`src/rtl/parity_frame_deser_pkg.sv`:
```
// Shared definitions for the parity frame deserializer: FSM encoding,
// the output-slot payload type and the parity check helper.
package parity_frame_deser_pkg;

   localparam logic [0:0] S_DATA = 1'b0;
   localparam logic [0:0] S_PAR  = 1'b1;

   typedef logic [0:0] state_t;

   // True when the running XOR plus the final parity bit matches the requested sense.
   function automatic logic frame_parity_ok(input logic acc, input logic bit_val, input logic odd);
      return ((acc ^ bit_val) == odd);
   endfunction

endpackage

```
`src/rtl/parity_frame_deser_out_slot.sv`:
```
// One-deep valid/ready holding register for completed frames; frames arriving
// while the slot is occupied and not being drained are dropped and counted.
module deser_out_slot #(
   parameter int W    = 8,
   parameter int CNTW = 8
) (
   input  logic            clk,
   input  logic            rst,
   input  logic            load,
   input  logic [W-1:0]    load_word,
   input  logic            load_err,
   input  logic            ready,
   output logic [W-1:0]    word,
   output logic            valid,
   output logic            err,
   output logic [CNTW-1:0] drop_cnt
);

   logic [W-1:0]    word_reg;
   logic            valid_reg;
   logic            err_reg;
   logic [CNTW-1:0] drop_cnt_reg;
   logic            pop;
   logic            slot_free;

   assign pop       = valid_reg && ready;
   // A pop in the same cycle as a completing frame frees the slot for it.
   assign slot_free = !valid_reg || ready;

   always_ff @(posedge clk) begin
      if (!rst) begin
         word_reg     <= '0;
         valid_reg    <= 1'b0;
         err_reg      <= 1'b0;
         drop_cnt_reg <= '0;
      end else begin
         if (load && slot_free) begin
            word_reg  <= load_word;
            err_reg   <= load_err;
            valid_reg <= 1'b1;
         end else begin
            if (pop) begin
               valid_reg <= 1'b0;
            end
            if (load && (drop_cnt_reg != {CNTW{1'b1}})) begin
               drop_cnt_reg <= drop_cnt_reg + 1'b1;
            end
         end
      end
   end

   assign word     = word_reg;
   assign valid    = valid_reg;
   assign err      = err_reg;
   assign drop_cnt = drop_cnt_reg;

endmodule

```
`src/rtl/parity_frame_deser.sv`:
```
// Serial-to-parallel frame receiver: W data bits LSB first followed by one
// parity bit, delivered through a one-deep valid/ready output slot.
module parity_frame_deser
   import parity_frame_deser_pkg::*;
#(
   parameter int W    = 8,
   parameter int ODD  = 0,
   parameter int CNTW = 8
) (
   input  logic            clk,
   input  logic            rst,
   input  logic            bit_in,
   input  logic            bit_valid,
   output logic [W-1:0]    word_out,
   output logic            word_valid,
   input  logic            word_ready,
   output logic            parity_err,
   output logic [CNTW-1:0] drop_cnt
);

   localparam int IW = $clog2(W);
   localparam logic [IW-1:0] IDX_LAST = IW'(W - 1);
   localparam logic ODD_SENSE = (ODD != 0);

   state_t        state_reg;
   logic [IW-1:0] idx_reg;
   logic          acc_reg;
   logic [W-1:0]  shift_reg;
   logic          sample_data;
   logic          frame_done;
   logic          frame_err;

   assign sample_data = bit_valid && (state_reg == S_DATA);
   assign frame_done  = bit_valid && (state_reg == S_PAR);
   assign frame_err   = !frame_parity_ok(acc_reg, bit_in, ODD_SENSE);

   always_ff @(posedge clk) begin
      if (!rst) begin
         state_reg <= S_DATA;
         idx_reg   <= '0;
         acc_reg   <= 1'b0;
      end else if (bit_valid) begin
         case (state_reg)
            S_DATA: begin
               acc_reg <= acc_reg ^ bit_in;
               if (idx_reg == IDX_LAST) begin
                  state_reg <= S_PAR;
               end else begin
                  idx_reg <= idx_reg + 1'b1;
               end
            end
            default: begin
               state_reg <= S_DATA;
               idx_reg   <= '0;
               acc_reg   <= 1'b0;
            end
         endcase
      end
   end

   // Each data bit is written only when the index addresses it, so the word
   // is complete and stable by the time the parity bit arrives.
   generate
      for (genvar gi = 0; gi < W; gi++) begin : g_shift
         logic bit_q;
         always_ff @(posedge clk) begin
            if (!rst) begin
               bit_q <= 1'b0;
            end else if (sample_data && (idx_reg == IW'(gi))) begin
               bit_q <= bit_in;
            end
         end
         assign shift_reg[gi] = bit_q;
      end
   endgenerate

   deser_out_slot #(
      .W    (W),
      .CNTW (CNTW)
   ) u_slot (
      .clk       (clk),
      .rst       (rst),
      .load      (frame_done),
      .load_word (shift_reg),
      .load_err  (frame_err),
      .ready     (word_ready),
      .word      (word_out),
      .valid     (word_valid),
      .err       (parity_err),
      .drop_cnt  (drop_cnt)
   );

endmodule

```
`config.mk`:
```
export PLATFORM = sky130hd
export DESIGN_NAME = parity_frame_deser
export DESIGN_NICKNAME = d
export VERILOG_FILES = /design/src/rtl/parity_frame_deser_pkg.sv /design/src/rtl/parity_frame_deser_out_slot.sv /design/src/rtl/parity_frame_deser.sv
export SDC_FILE = /design/constraint.sdc
export NUM_CORES = 1
export LEC_CHECK = 0
export CAP_MARGIN = 5
export CELL_PAD_IN_SITES_DETAIL_PLACEMENT = 1
export CELL_PAD_IN_SITES_GLOBAL_PLACEMENT = 1
export CORE_MARGIN = 1.5
export CORE_UTILIZATION = 41
export CTS_BUF_LIST = sky130_fd_sc_hd__clkbuf_8
export DETAILED_ROUTE_END_ITERATION = 8
export PLACE_DENSITY_LB_ADDON = 0.08
export RECOVER_POWER = 100
export SLEW_MARGIN = 30
export SYNTH_ARGS = -nofsm -noshare
export SYNTH_HDL_FRONTEND = slang
export SYNTH_SLANG_ARGS = --single-unit
```
`constraint.sdc`:
```
create_clock -name clk -period 1.9 [get_ports clk]
set_input_delay 0.285 -clock clk [delete_from_list [all_inputs] [get_ports clk]]
set_output_delay 0.285 -clock clk [all_outputs]
set_load 0.02 [all_outputs]
```
==> reports/results.tsv <==
stage	metric	value	unit
yosys	Synth cell types	32	
detailed_routing	drt wl/cell	12.37	um
die	Core ar.	3311	um2
cells_and_area	Final Instance Area	1738	um2
detailed_routing	Final ANT Viol Nets	0	
sta	endpoints failing setup	0	
detailed_routing	Vias	1124	
yosys	top_reg_cell synth	dfxtp_1	
sta	Final Slew Violations	0	
placement	Post-DP HPWL	2110	um
yosys	number of flops mapped to enable cells by yosys	0	
worst_setup_path	r2r endpoint	u_slot.drop_cnt[7]	
worst_setup_path	CP Cell Sequence	dlygate4sd3_1	
cells_and_area	# fillers	423	
die	std cell rows	21	
power	maximum VDD drop	0.4316	mV
clocking	CTS Buf Count	5	
yosys	Post-Synth Adder-Cell Area	6.250	%
worst_setup_path	crit path launch type	flip-flop	
sta	relative slew slack	72.35	%
detailed_routing	met2 WL	1339	um
min_path	Worst Hold Path EP	g_shift[0].bit_q	
outcome	status	finished clean	
yosys	Mean Syn Cell Area	9.041	um2
yosys	#FFs+latches synth	31	
sta	Hold Vio Cnt, Final	0	
yosys	post-synthesis instance total	155	
worst_setup_path	Reg2Reg Depth	4	
worst_setup_path	critical path's top delay family	buffers and inverters	
cells_and_area	synthesis-to-layout area growth	24.02	%
worst_setup_path	critical path data required time	1.62	ns
global_route	antenna violations before repair	0	
clocking	Bufs on Longest Clock Path	2	
die	die height	61.46	um
placement	pre-CTS setup slack	0.1414	ns
yosys	main combinational cell family by area after synthesis	simple AND/OR/NAND/NOR gates	
global_route	gr usage total	17.47	%
die	Die ar.	3777	um2
yosys	Ys Warns	0	
sta	Final min period	1.699	ns
yosys	compound-cell area share of the yosys netlist	10.00	%
die	Die Wd	61.46	um
yosys	mux cell area share after synthesis	10.00	%
cells_and_area	share of cells above drive strength 1	5.495	%
placement	GP Congestion	0.7603	
global_route	total gr overflow	0	
detailed_routing	M1 WL	1328	um
detailed_routing	WL met3	103	um
min_path	Hold Startpoint	g_shift[0].bit_q	
sta	setup skew after layout	0.003636	ns
worst_setup_path	CP max stage cell	dlygate4sd3_1	
yosys	Post-Synth Simple-Gate Area	22.59	%
clocking	CTS resizes	0	
global_route	largest net degree at the start of global routing	24	
yosys	Mapped Area	1401	um2
placement	number of buffers added on ports	22	
cells_and_area	Ant. Diodes	0	
detailed_routing	DRC Markers	0	
clocking	clk sinks	31	
sta	Achievable Freq	588.6	MHz
yosys	register area share after synthesis	44.29	%
detailed_routing	Via density	4.930	
sta	worst slew pin tran	0.4104	ns
power	Pwr Density	697.2	nW/um2
clocking	post-CTS setup repair buffer count	0	
placement	DP Cell Count	220	
clocking	clock slew at reported path FFs	0.06	ns
detailed_routing	DR top layer	met4	
worst_setup_path	critical path class	reg2out	
worst_setup_path	CP max stage delay	0.71	ns
power	static leakage	0.7361	nW
worst_setup_path	CP Capture Type	primary output	
yosys	asr flop ratio synth	0	%
worst_setup_path	worst path buffer plus inverter count	1	
min_path	worst min-delay path category	reg2reg	
sta	Final WS setup	0.2011	ns
yosys	post-synth net total	167	
sta	Setup TNS Final	0	ns
min_path	hold depth	2	
cells_and_area	multi-input combinational cell area	695.7	um2
sta	unrepaired setup endpoints after global routing	no	
yosys	XOR/XNOR Fraction of Synth Area	2.500	%
global_route	vias in the first global route	1103	
clocking	clock root buffer	clkbuf_8	
worst_setup_path	RR Startpoint	state_reg	
worst_setup_path	largest fanout on the critical path	6	
flow_run	max_cap viols	0	
cells_and_area	register area	620.6	um2
die	Ports	23	
detailed_routing	final wirelength	2821	um
detailed_routing	DRT iter0 DRCs	31	
clocking	CTS tree	built	
global_route	first-pass GRT wire length	4761	um
placement	dpl cell area	1690	um2
sta	post-route clock period utilization	89.41	%
worst_setup_path	CP arrival	1.41	ns
detailed_routing	first drt pass iteration count	4	
clocking	hold_buf cts	0	
clocking	clk_lat worst skew	0.28	ns
cells_and_area	Final Non-Filler Cells	228	
clocking	# H-tree levels	2	
worst_setup_path	Worst R2R Setup Slack	0.27	ns
die	Starting Density	42.33	%
cells_and_area	Final #Nets	193	
-- synthesized netlist by cell type (all sizes together), types with 3 or more instances --
cell     n  area share [%]
nand2b   4             1.8
dfxtp   31              44
clkbuf   5             1.3
o21ai    3             1.1
mux2i   14              10
ha       7             6.2
inv      6             1.6
nor2    22             5.9
buf      3             1.4
xor2     3             1.9
nand4    3             1.8
nand2   14             3.7
nand3    9             3.2
a21oi   13             4.6
-- cells in the final DEF, fill, tap and decap left out, types with 2 or more instances in the layout --
cell type      netlist  final
nand3_1              9      9
inv_1                6      8
or3_1                2      2
nand4_1              2      3
dlygate4sd3_1        0     21
dfxtp_1             31     31
clkbuf_8             0      5
nor2_1              22     22
nand2b_1             4      4
o211ai_1             1      2
o21ai_0              3      3
mux2i_1             14     14
nor2b_1              2      2
nand2_1             14     14
clkbuf_1             5      2
a21oi_1             13     13
xor2_1               3      3
ha_1                 7      7
-- routing by layer --
metal	track usage [%]	vias to the layer above
met2	28.88	18
met5	0	-
li1	-	575
met3	6.513	4
met4	7.295	0
met1	20.38	527
-- where the power goes --
| group | total, W | internal [W] | switching, W |
|---|---|---|---|
| Sequential | 0.000665 | 0.000658 | 0.00000660 |
| Clock | 0.000474 | 0.000245 | 0.000229 |
| Combinational | 0.0000730 | 0.0000321 | 0.0000409 |
-- area by class of cell --
cell class                      instances  share of cell area, %
Clock buffer                            5                  3.960
Clock inverter                          3                 0.7199
Inverter                                6                  1.296
Multi-Input combinational cell        110                  40.03
Sequential cell                        31                  35.71
Tap cell                               46                  3.312
Timing Repair Buffer                   27                  14.97
-- cells by family (layout without fill, tap and decap cells) --
logic type                 Yosys count  in the layout
muxes                               14             14
DFF                                 31             31
adders and majority gates            7              7
xor gates and xnor gates             4              4
and+or+nand+nor                     63             63
buffers and inverters               14             41
AOI/OAI and AO/OA                   22             22
-- tightest hold or removal path, cell delays in order, from the launching register on --
cell     delay (ns)
dfxtp_1        0.31
nand2_1        0.05
a21oi_1        0.05
-- metrics by stage --
step	total power (W)	hold WS (ns)	utilization (%)
finish	0.001212	0.4626	52.49
floorplan	0.0007277	0.4067	-
global route	0.001281	0.4890	52.49
detailed placement	0.0007572	0.4575	51.06
CTS	0.001241	0.4677	53.51
global placement	0.0007547	0.4416	51.06
-- how the worst max path moves through the flow --
stage / to / slack (ns) / startpoint / cells past startpoint
after CTS: drop_cnt[3] / 0.22 / u_slot.drop_cnt[3] / 1
after global routing: u_slot.drop_cnt[7] / 0.15 / bit_valid / 5
final: drop_cnt[3] / 0.20 / u_slot.drop_cnt[3] / 1
after floorplan: u_slot.drop_cnt[1] / 0.32 / u_slot.drop_cnt[0] / 5
after global placement: u_slot.drop_cnt[7] / 0.19 / bit_valid / 5
after detailed placement: u_slot.drop_cnt[7] / 0.14 / bit_valid / 5
(Power assumes the default switching activity.)
